[src/rtl/block_sched_pkg.sv]
// Shared types and constants for the round-robin block scheduler.
package block_sched_pkg;

    typedef enum logic [1:0] {
        IDLE = 2'd0,
        BUSY = 2'd1,
        ACK  = 2'd2
    } state_e;

    localparam int NREQ_DEF    = 4;
    localparam int WIDTH_DEF   = 4;
    localparam int WAIT_DEF    = 2;
    localparam int OPS_PER_REQ = 4;

    // Bit offset of requester idx's operand group within op_flat.
    function automatic int op_lsb(input int idx, input int width);
        return idx * OPS_PER_REQ * width;
    endfunction

endpackage

[src/rtl/block_sched_rr_pick.sv]
// Combinational round-robin picker: first set req bit after ptr, wrapping modulo NREQ.
module rr_pick #(
    parameter int NREQ  = 4,
    parameter int PTR_W = 2
) (
    input  logic [NREQ-1:0]  req_i,
    input  logic [PTR_W-1:0] ptr_i,
    output logic [NREQ-1:0]  pick_o,
    output logic             valid_o
);

    int j;

    always_comb begin
        pick_o  = '0;
        valid_o = 1'b0;
        j       = 0;
        for (int k = 1; k <= NREQ; k++) begin
            j = int'(ptr_i) + k;
            if (j >= NREQ) begin
                j = j - NREQ;
            end
            if (!valid_o && req_i[j]) begin
                pick_o[j] = 1'b1;
                valid_o   = 1'b1;
            end
        end
    end

endmodule

[src/rtl/block_sched.sv]
// Shares one block instance among NREQ requesters: round-robin grant, fixed settle
// wait, result capture and a 4-phase req/ack return path.
module block_sched
    import block_sched_pkg::*;
#(
    parameter int NREQ        = NREQ_DEF,
    parameter int WIDTH       = WIDTH_DEF,
    parameter int WAIT_CYCLES = WAIT_DEF
) (
    input  logic                        clk,
    input  logic                        rst,
    input  logic [NREQ-1:0]             req,
    input  logic [NREQ*4*WIDTH-1:0]     op_flat,
    output logic [NREQ-1:0]             gnt,
    output logic [NREQ-1:0]             ack,
    output logic [WIDTH-1:0]            res,
    output logic                        busy,
    output logic [WIDTH-1:0]            blk_in1,
    output logic [WIDTH-1:0]            blk_in2,
    output logic [WIDTH-1:0]            blk_in3,
    output logic [WIDTH-1:0]            blk_in4,
    input  logic [WIDTH-1:0]            blk_out
);

    localparam int PTR_W   = (NREQ > 1) ? $clog2(NREQ) : 1;
    localparam int CNT_W   = $clog2(WAIT_CYCLES + 1);
    localparam int SLICE_W = OPS_PER_REQ * WIDTH;

    state_e             state_q;
    logic [PTR_W-1:0]   ptr_q;
    logic [PTR_W-1:0]   gidx_q;
    logic [CNT_W-1:0]   cnt_q;
    logic [NREQ-1:0]    gnt_q;
    logic [NREQ-1:0]    ack_q;
    logic [WIDTH-1:0]   res_q;
    logic [WIDTH-1:0]   blk_in1_q;
    logic [WIDTH-1:0]   blk_in2_q;
    logic [WIDTH-1:0]   blk_in3_q;
    logic [WIDTH-1:0]   blk_in4_q;

    logic [NREQ-1:0]    pick_d;
    logic               pick_vld_d;
    logic [PTR_W-1:0]   pick_idx_d;
    logic [SLICE_W-1:0] slice_d;

    rr_pick #(
        .NREQ  (NREQ),
        .PTR_W (PTR_W)
    ) u_rr_pick (
        .req_i   (req),
        .ptr_i   (ptr_q),
        .pick_o  (pick_d),
        .valid_o (pick_vld_d)
    );

    // The picker is one-hot, so the last match is the only match.
    always_comb begin
        pick_idx_d = '0;
        for (int i = 0; i < NREQ; i++) begin
            if (pick_d[i]) begin
                pick_idx_d = PTR_W'(i);
            end
        end
        slice_d = op_flat[op_lsb(int'(pick_idx_d), WIDTH) +: SLICE_W];
    end

    always_ff @(posedge clk) begin
        if (rst) begin
            state_q   <= IDLE;
            ptr_q     <= PTR_W'(NREQ - 1);
            gidx_q    <= '0;
            cnt_q     <= '0;
            gnt_q     <= '0;
            ack_q     <= '0;
            res_q     <= '0;
            blk_in1_q <= '0;
            blk_in2_q <= '0;
            blk_in3_q <= '0;
            blk_in4_q <= '0;
        end else begin
            case (state_q)
                IDLE: begin
                    if (pick_vld_d) begin
                        gnt_q     <= pick_d;
                        gidx_q    <= pick_idx_d;
                        blk_in1_q <= slice_d[0*WIDTH +: WIDTH];
                        blk_in2_q <= slice_d[1*WIDTH +: WIDTH];
                        blk_in3_q <= slice_d[2*WIDTH +: WIDTH];
                        blk_in4_q <= slice_d[3*WIDTH +: WIDTH];
                        cnt_q     <= CNT_W'(WAIT_CYCLES);
                        state_q   <= BUSY;
                    end
                end
                BUSY: begin
                    // Requests (including withdrawal of the granted one) are ignored here.
                    cnt_q <= cnt_q - CNT_W'(1);
                    if (cnt_q == CNT_W'(1)) begin
                        res_q   <= blk_out;
                        ack_q   <= gnt_q;
                        state_q <= ACK;
                    end
                end
                ACK: begin
                    if (!req[gidx_q]) begin
                        gnt_q   <= '0;
                        ack_q   <= '0;
                        ptr_q   <= gidx_q;
                        state_q <= IDLE;
                    end
                end
                default: begin
                    state_q <= IDLE;
                end
            endcase
        end
    end

    assign gnt     = gnt_q;
    assign ack     = ack_q;
    assign res     = res_q;
    assign busy    = (state_q != IDLE);
    assign blk_in1 = blk_in1_q;
    assign blk_in2 = blk_in2_q;
    assign blk_in3 = blk_in3_q;
    assign blk_in4 = blk_in4_q;

endmodule
[config.mk]
export PLATFORM = sky130hd
export DESIGN_NAME = block_sched
export DESIGN_NICKNAME = d
export VERILOG_FILES = /design/src/rtl/block_sched_pkg.sv /design/src/rtl/block_sched_rr_pick.sv /design/src/rtl/block_sched.sv
export SDC_FILE = /design/constraint.sdc
export NUM_CORES = 1
export LEC_CHECK = 0
export CAP_MARGIN = 10
export CORE_MARGIN = 1
export CORE_UTILIZATION = 43
export CTS_CLUSTER_DIAMETER = 200
export CTS_CLUSTER_SIZE = 10
export DETAILED_ROUTE_END_ITERATION = 8
export GPL_ROUTABILITY_DRIVEN = 1
export PLACE_DENSITY = 0.81
export SLEW_MARGIN = 20
export SYNTH_ARGS = -nofsm -noshare
export SYNTH_HDL_FRONTEND = slang
export SYNTH_HIERARCHICAL = 1
export SYNTH_SLANG_ARGS = --single-unit
[constraint.sdc]
create_clock -name clk -period 3.8 [get_ports clk]
set_clock_uncertainty 0.15 [all_clocks]
set_input_delay 1.14 -clock clk [delete_from_list [all_inputs] [get_ports clk]]
set_output_delay 1.14 -clock clk [all_outputs]
set_load 0.02 [all_outputs]
== Word level (Yosys, flattened, before mapping) ==
Index checks and enable logic that the tools add are counted.

* Output and inout port bits: 29
* Flip-flop bits (word level): 36

* Reductions and logical operators: 22
* Shift-type cells: 1
* Bitwise operators: 4
* Eq/ne operators: 6
* Order comparisons: 13
* $add $sub $neg: 9
* Muxes and demuxes: 48

{| class="wikitable"
|+ Operators by type and width
! kind !! number
|-
| $ge A32 B1 Y1 const B || 4
|-
| $ge A32 B4 Y1 const B || 4
|-
| $lt A32 B4 Y1 const B || 4
|-
| $mux W32 || 4
|-
| $sub A32 B4 Y32 const B || 4
|-
| $shiftx A64 B7 Y16 || 1
|-
| $mux W4 || 7
|-
| $mux W1 || 18
|-
| $pmux W4 S2 || 2
|-
| $mux W2 || 6
|-
| $or A4 B4 Y4 || 3
|-
| $bmux W1 S2 || 5
|-
| $reduce_and A3 Y1 || 3
|-
| $demux W1 S2 || 4
|-
| $reduce_and A2 Y1 || 4
|-
| $reduce_bool A2 Y1 || 4
|-
| $logic_and A1 B1 Y1 || 7
|-
| $add A2 B2 Y3 const B || 2
|-
| $ne A2 B2 Y1 const B || 3
|-
| $pmux W2 S3 || 1
|-
| $add A2 B3 Y4 const B || 1
|-
| $eq A2 B1 Y1 const B || 2
|-
| $pmux W2 S2 || 1
|-
| $add A2 B1 Y3 const B || 1
|-
| other kinds (6) || 8
|}

== Logic depth before layout (Yosys ltp) ==
* Word-level depth: 20
* Gate-level depth with buffers: 13

== Cells and area by module ==
The synthesis kept the hierarchy.

{| class="wikitable"
|+ Modules (own cells, without submodules)
! module !! cells an instance !! area an instance (um^2) !! times used !! seq. area each (um^2)
|-
| block_sched || 216 || 1956.9 || 1 || 720.7
|-
| rr_pick || 59 || 456.7 || 1 || 0.0
|}

== Worst setup path before layout ==
No wires, ideal clock.

* Kind: input to register
* Start: in req[3]
* End: reg blk_in1_q[0] (netlist: blk_in1[0])
* Stages on the path: 9
* Path slack: 0.526 ns
* Arrival time: 2.990 ns
* Path buffers: 2
* Cell sequence: or3b_1 > a2111o_1 > nand3_2 > o2bb2ai_1 > buf_4 > buf_4 > mux2_2 > o211ai_1 > a311oi_1

* Longest elaborated chain between the ends: 17
* Elaborated cells on any way between the ends: 34
* Those cells by class: shift (1); mux (23); bitwise (3); reduce/logical (7)

{| class="wikitable"
|+ RTL lines
! element !! RTL line !! RTL
|-
| start, declared || block_sched.sv:12 || <nowiki>input logic [NREQ-1:0] req,</nowiki>
|-
| $bmux W1 S2 || block_sched_rr_pick.sv:23 || <nowiki>if (!valid_o && req_i[j]) begin</nowiki>
|-
| $mux W1 (not written as such) (2 in a row) || block_sched_rr_pick.sv:23 ||
|-
| $mux W1 || block_sched_rr_pick.sv:23 ||
|-
| $logic_not A1 Y1 || block_sched_rr_pick.sv:23 ||
|-
| $logic_and A1 B1 Y1 || block_sched_rr_pick.sv:23 ||
|-
| $mux W1 || block_sched_rr_pick.sv:23 ||
|-
| $logic_not A1 Y1 || block_sched_rr_pick.sv:23 ||
|-
| $logic_and A1 B1 Y1 || block_sched_rr_pick.sv:23 ||
|-
| $mux W1 || block_sched_rr_pick.sv:23 ||
|-
| $logic_not A1 Y1 || block_sched_rr_pick.sv:23 ||
|-
| $logic_and A1 B1 Y1 || block_sched_rr_pick.sv:23 ||
|-
| $mux W4 * || block_sched_rr_pick.sv:23 ||
|-
| net pick_d[1] || block_sched.sv:41 || <nowiki>logic [NREQ-1:0] pick_d;</nowiki>
|-
| $mux W1 * || block_sched.sv:60 || <nowiki>if (pick_d[i]) begin</nowiki>
|-
| $mux W2 * (2 in a row) || block_sched.sv:60 ||
|-
| $shiftx A64 B7 Y16 * || block_sched.sv:64 || <nowiki>slice_d = op_flat[op_lsb(int'(pick_idx_d), WIDTH) +: SLICE_W];</nowiki>
|-
| end signal, assigned || block_sched.sv:86 || <nowiki>blk_in1_q <= slice_d[0*WIDTH +: WIDTH];</nowiki>
|-
| end, declared || block_sched.sv:36 || <nowiki>logic [WIDTH-1:0] blk_in1_q;</nowiki>
|}

Mark *: on every way through the listed nets, which the timed path passes. The rest lies on a longest branch. The select of a mux whose other input is x is not followed.
A chain may end at the register's enable or synchronous reset.

== Worst setup path after layout ==
* Start: in req[1]
* End: reg blk_in4_q[0] (netlist: blk_in4[0])

* Longest elaborated chain between the ends: 17
* Elaborated cells on any way between the ends: 34
* Those cells by class: shift (1); mux (23); bitwise (3); reduce/logical (7)

{| class="wikitable"
|+ RTL lines
! element !! RTL line !! RTL
|-
| $bmux W1 S2 || block_sched_rr_pick.sv:23 ||
|-
| $mux W1 (not written as such) (2 in a row) || block_sched_rr_pick.sv:23 ||
|-
| $mux W1 || block_sched_rr_pick.sv:23 ||
|-
| $logic_not A1 Y1 || block_sched_rr_pick.sv:23 ||
|-
| $logic_and A1 B1 Y1 || block_sched_rr_pick.sv:23 ||
|-
| $mux W1 || block_sched_rr_pick.sv:23 ||
|-
| $logic_not A1 Y1 || block_sched_rr_pick.sv:23 ||
|-
| $logic_and A1 B1 Y1 || block_sched_rr_pick.sv:23 ||
|-
| $mux W1 || block_sched_rr_pick.sv:23 ||
|-
| $logic_not A1 Y1 || block_sched_rr_pick.sv:23 ||
|-
| $logic_and A1 B1 Y1 || block_sched_rr_pick.sv:23 ||
|-
| $mux W4 * || block_sched_rr_pick.sv:23 ||
|-
| net pick_d[1] || block_sched.sv:41 ||
|-
| $mux W1 * || block_sched.sv:60 ||
|-
| $mux W2 * (2 in a row) || block_sched.sv:60 ||
|-
| $shiftx A64 B7 Y16 * || block_sched.sv:64 ||
|-
| end signal, assigned || block_sched.sv:89 || <nowiki>blk_in4_q <= slice_d[3*WIDTH +: WIDTH];</nowiki>
|-
| end, declared || block_sched.sv:39 || <nowiki>logic [WIDTH-1:0] blk_in4_q;</nowiki>
|}

Marks and branches as above.

==> reports/qor.log <==
INFO  global_routing globalRoute.totalOverflow=0
INFO  detailed_routing aggregate_routed_wire_length=6600um
INFO  cts            tritoncts_clock_tree=built
INFO  final_layout   antennaDiodeCount=0
INFO  floorplan      die_width=76.9um
INFO  sta            worst_slew_margin_rel=59.5%
INFO  synth          yosys-top-cells-count=sky130_fd_sc_hd__dfxtp_1 (36), sky130_fd_sc_hd__nor2_1 (34), sky130_fd_sc_hd__nand2b_1 (25), sky130_fd_sc_hd__mux2_2 (20), sky130_fd_sc_hd__nand2_1 (20)
INFO  floorplan      floorplan.initialDensity=45.8%
INFO  synth          yosys.cell_types.count=36
INFO  detailed_routing dr.first_iter.drc_count=167
INFO  worst_setup_path arrival=3.45ns
INFO  detailed_routing post_detailed_route_drc_marker_count=0
INFO  detailed_routing highest-signal-layer=met4
INFO  cts            clkTransAtPathRegs=0.08ns
INFO  detailed_routing met2_wirelength=3320um
INFO  synth          yosys.area.top_type_share=29.9%
INFO  detailed_routing detailroute.wirelength.met3=329um
INFO  worst_setup_path worst_setup_path_end_kind=register
INFO  detailed_routing drt.antenna.violating_nets=0
INFO  detailed_routing vias_per_cell=5.43
INFO  synth          edff_count_synth=0
INFO  synth          synth_top_area_cell=sky130_fd_sc_hd__dfxtp_1
INFO  detailed_routing drt_first_pass_iters=4
INFO  synth          synth_async_sr_flop_share=0%
INFO  sta            post-route-worst-setup-slack=0.347ns
INFO  floorplan      die_height=76.9um
INFO  worst_setup_path critical_path_required=3.80ns
INFO  detailed_routing route.detailed.wl_per_inst=14.8um
INFO  global_routing total_routing_usage_reported_by_global_routing=22.4%
INFO  hold_path      whs_endpoint=cnt_q[1]
INFO  sta            worst_pin_slew=0.605ns
INFO  global_routing maximum_number_of_pins_on_one_net_before_global_route_repair=45
INFO  sta            max_clock_freq=0.290GHz
INFO  floorplan      placement_rows=26
INFO  synth          synth_area_leaders=sky130_fd_sc_hd__dfxtp_1 (30%), sky130_fd_sc_hd__mux2_2 (9.3%), sky130_fd_sc_hd__nand2b_1 (6.5%)
INFO  synth          ys_warn_count=6
INFO  cts            cts_buffer_depth=2
INFO  final_layout   layout.nets=459
INFO  hold_path      worstHoldStart=cnt_q[1]
INFO  worst_setup_path crit_fanout=10
INFO  final_layout   count_of_filler_cells_inserted_in_the_layout=453
INFO  synth          synth.avg_cell_area=8.78um^2
INFO  pwr            max-vdd-ir-drop=0.142mV
INFO  cts            clock_tree.htree_level_count=2
INFO  worst_setup_path critical_path.startpoint_type=input port
INFO  cts            post_cts.repair.setup_buffers=0
INFO  detailed_routing dr_total_vias=2427
INFO  sta            timing_hold_violations_final=0
INFO  detailed_routing routedLengthMet1=2840um
INFO  worst_setup_path critPathLaunch=req[1]
INFO  place          preCtsSetupSlack=0.0318ns
INFO  hold_path      worst_hold_path_type=register to register
INFO  global_routing grt_first_pass_wirelength=10800um
INFO  pwr            power-per-cell-area=314nW/um^2
INFO  global_routing grt_pass1_vias=2380
INFO  floorplan      io-pin-count=103
INFO  floorplan      design.die.area=5920um^2
INFO  worst_setup_path timing.reg2reg.worst_path_depth=10
INFO  synth          ys_seq_area_share=29.9%
INFO  synth          ys_ff_latch=36
INFO  pwr            power_leakage=1.36nW
INFO  floorplan      placeable_core_area=5270um^2
INFO  cts            cts_made_buffers=5
INFO  worst_setup_path setup.worst_path.class=input port to register
INFO  sta            final_cycle_utilization_of_the_critical_path=90.9%
INFO  place          io_buffers=102
INFO  global_routing antenna_found_initial=0
INFO  run            max_cap_viol_count=0
INFO  synth          synth_area=2410um^2
INFO  place          place.detailed.hpwl=4740um
INFO  place          gp_congestion=0.928
INFO  sta            finalWorstPathRequiredPeriod=3.45ns
INFO  sta            timing.final.max_slew_violations=0
INFO  sta            grt_setup_unrepaired=no
INFO  run_status     run_status=complete, no violations
INFO  sta            timing.final.setup_violations=0
INFO  worst_setup_path timing.rr.end=blk_in4[0]
INFO  cts            ctsRootBufferMaster=sky130_fd_sc_hd__clkbuf_8
INFO  synth          post-synth-top-count-cell=sky130_fd_sc_hd__dfxtp_1
INFO  cts            cts_resized=0
INFO  cts            ctsHoldBuffers=0
INFO  synth          syn_inst=275
INFO  cts            clk_latency=0.29ns
INFO  synth          synth_top_flop_cell=sky130_fd_sc_hd__dfxtp_1
INFO  synth          synth_fp_nets=358
INFO  worst_setup_path rr_startpoint=ptr_q[1]
INFO  sta            post_route_setup_tns=0ns
INFO  hold_path      min_path_cells=2
INFO  final_layout   post_route_cells_drive_above_1_share=13.5%
INFO  cts            clock_sinks=36
INFO  worst_setup_path regToRegSetupSlack=0.62ns
INFO  final_layout   area.growth.synth_to_final=50.9%
==> kinds of logic after synthesis <==
group | synth area share, %
AO/OA/AOI/OAI | 21.7
multiplexers | 14.7
buffers and inverters | 6.27
AND/OR/NAND/NOR | 22.8
flip-flops | 29.9
adder cells (fa/ha/maj) | 4.67
==> sequential cells by signal, indices dropped and copies added (netlist names), 4 cells and up <==
signal   flops
blk_in4      4
blk_in2      4
res          4
gnt          4
blk_in1      4
blk_in3      4
ack          4
==> metrics by stage <==
| stage | hold WS [ns] | cell area, um^2 | util (%) | cells | total power [mW] |
|---|---|---|---|---|---|
| 4_1_cts | 0.348 | 3640 | 69.1 | 447 | 1.16 |
| 6_report | 0.346 | 3640 | 69.1 | 447 | 1.14 |
| 3_5_place_dp | 0.333 | 3530 | 67.0 | 439 | 0.812 |
| 3_3_place_gp | 0.309 | 3530 | 67.0 | 439 | 0.803 |
| 2_1_floorplan | 0.294 | 2410 | - | 275 | 0.637 |
| 5_1_grt | 0.373 | 3640 | 69.1 | 447 | 1.21 |
==> how the worst max path moves through the flow <==
stage | end | slack, ns | cells past startpoint
2_1_floorplan | blk_in1[0] | 0.53 | 9
3_5_place_dp | blk_in4[1] | 0.03 | 9
4_1_cts | blk_in4[1] | 0.35 | 9
3_3_place_gp | blk_in4[2] | 0.09 | 9
6_report | blk_in4[0] | 0.35 | 9
5_1_grt | blk_in4[1] | 0.25 | 9
==> routing by layer <==
layer,GRT usage [%],vias to the layer above
met5,0,-
met4,8.27,0
met3,5.00,13
met2,40.3,81
met1,25.6,1123
li1,-,1210
==> power breakdown <==
part           internal, mW  switching (mW)
logic                 0.202           0.168
clock network         0.194           0.146
registers             0.410          0.0224
total                 0.806           0.336
==> worst max-delay path: stages <==
cell	delay (ns)
sky130_fd_sc_hd__clkdlybuf4s50_1	0.47
sky130_fd_sc_hd__or3b_1	0.35
sky130_fd_sc_hd__a2111o_1	0.42
sky130_fd_sc_hd__nand3_2	0.10
sky130_fd_sc_hd__o2bb2ai_2	0.12
sky130_fd_sc_hd__buf_4	0.22
sky130_fd_sc_hd__mux2_2	0.35
sky130_fd_sc_hd__o211ai_1	0.16
sky130_fd_sc_hd__a311oi_1	0.12
==> cells in the final DEF (no fill, tap or decap), types with 2 or more instances in the layout <==
cell type and count:
sky130_fd_sc_hd__clkdlybuf4s50_1 102, sky130_fd_sc_hd__dfxtp_1 36, sky130_fd_sc_hd__nor2_1 34, sky130_fd_sc_hd__nand2b_1 25, sky130_fd_sc_hd__mux2_2 20, sky130_fd_sc_hd__nand2_1 20, sky130_fd_sc_hd__a311oi_1 17, sky130_fd_sc_hd__o211ai_1 16
sky130_fd_sc_hd__mux2i_1 13, sky130_fd_sc_hd__buf_4 13, sky130_fd_sc_hd__o22ai_1 12, sky130_fd_sc_hd__nand3b_1 11, sky130_fd_sc_hd__ha_1 9, sky130_fd_sc_hd__a211oi_1 6, sky130_fd_sc_hd__inv_1 5, sky130_fd_sc_hd__clkbuf_8 5
sky130_fd_sc_hd__o31ai_1 4, sky130_fd_sc_hd__o2bb2ai_2 3, sky130_fd_sc_hd__o21bai_1 2, sky130_fd_sc_hd__nor3b_1 2, sky130_fd_sc_hd__nor3_1 2, sky130_fd_sc_hd__or3b_1 2
==> area by class of cell <==
class / count / area [um^2] / share of cell area [%]
Clock inverter: 3 / 42.5 / 1.17
Tap cell: 70 / 87.6 / 2.41
Multi-Input combinational cell: 211 / 1560 / 42.9
Sequential cell: 36 / 721 / 19.8
Timing Repair Buffer: 116 / 1140 / 31.3
Inverter: 6 / 22.5 / 0.619
Clock buffer: 5 / 68.8 / 1.89
(Power assumes the default switching activity.)
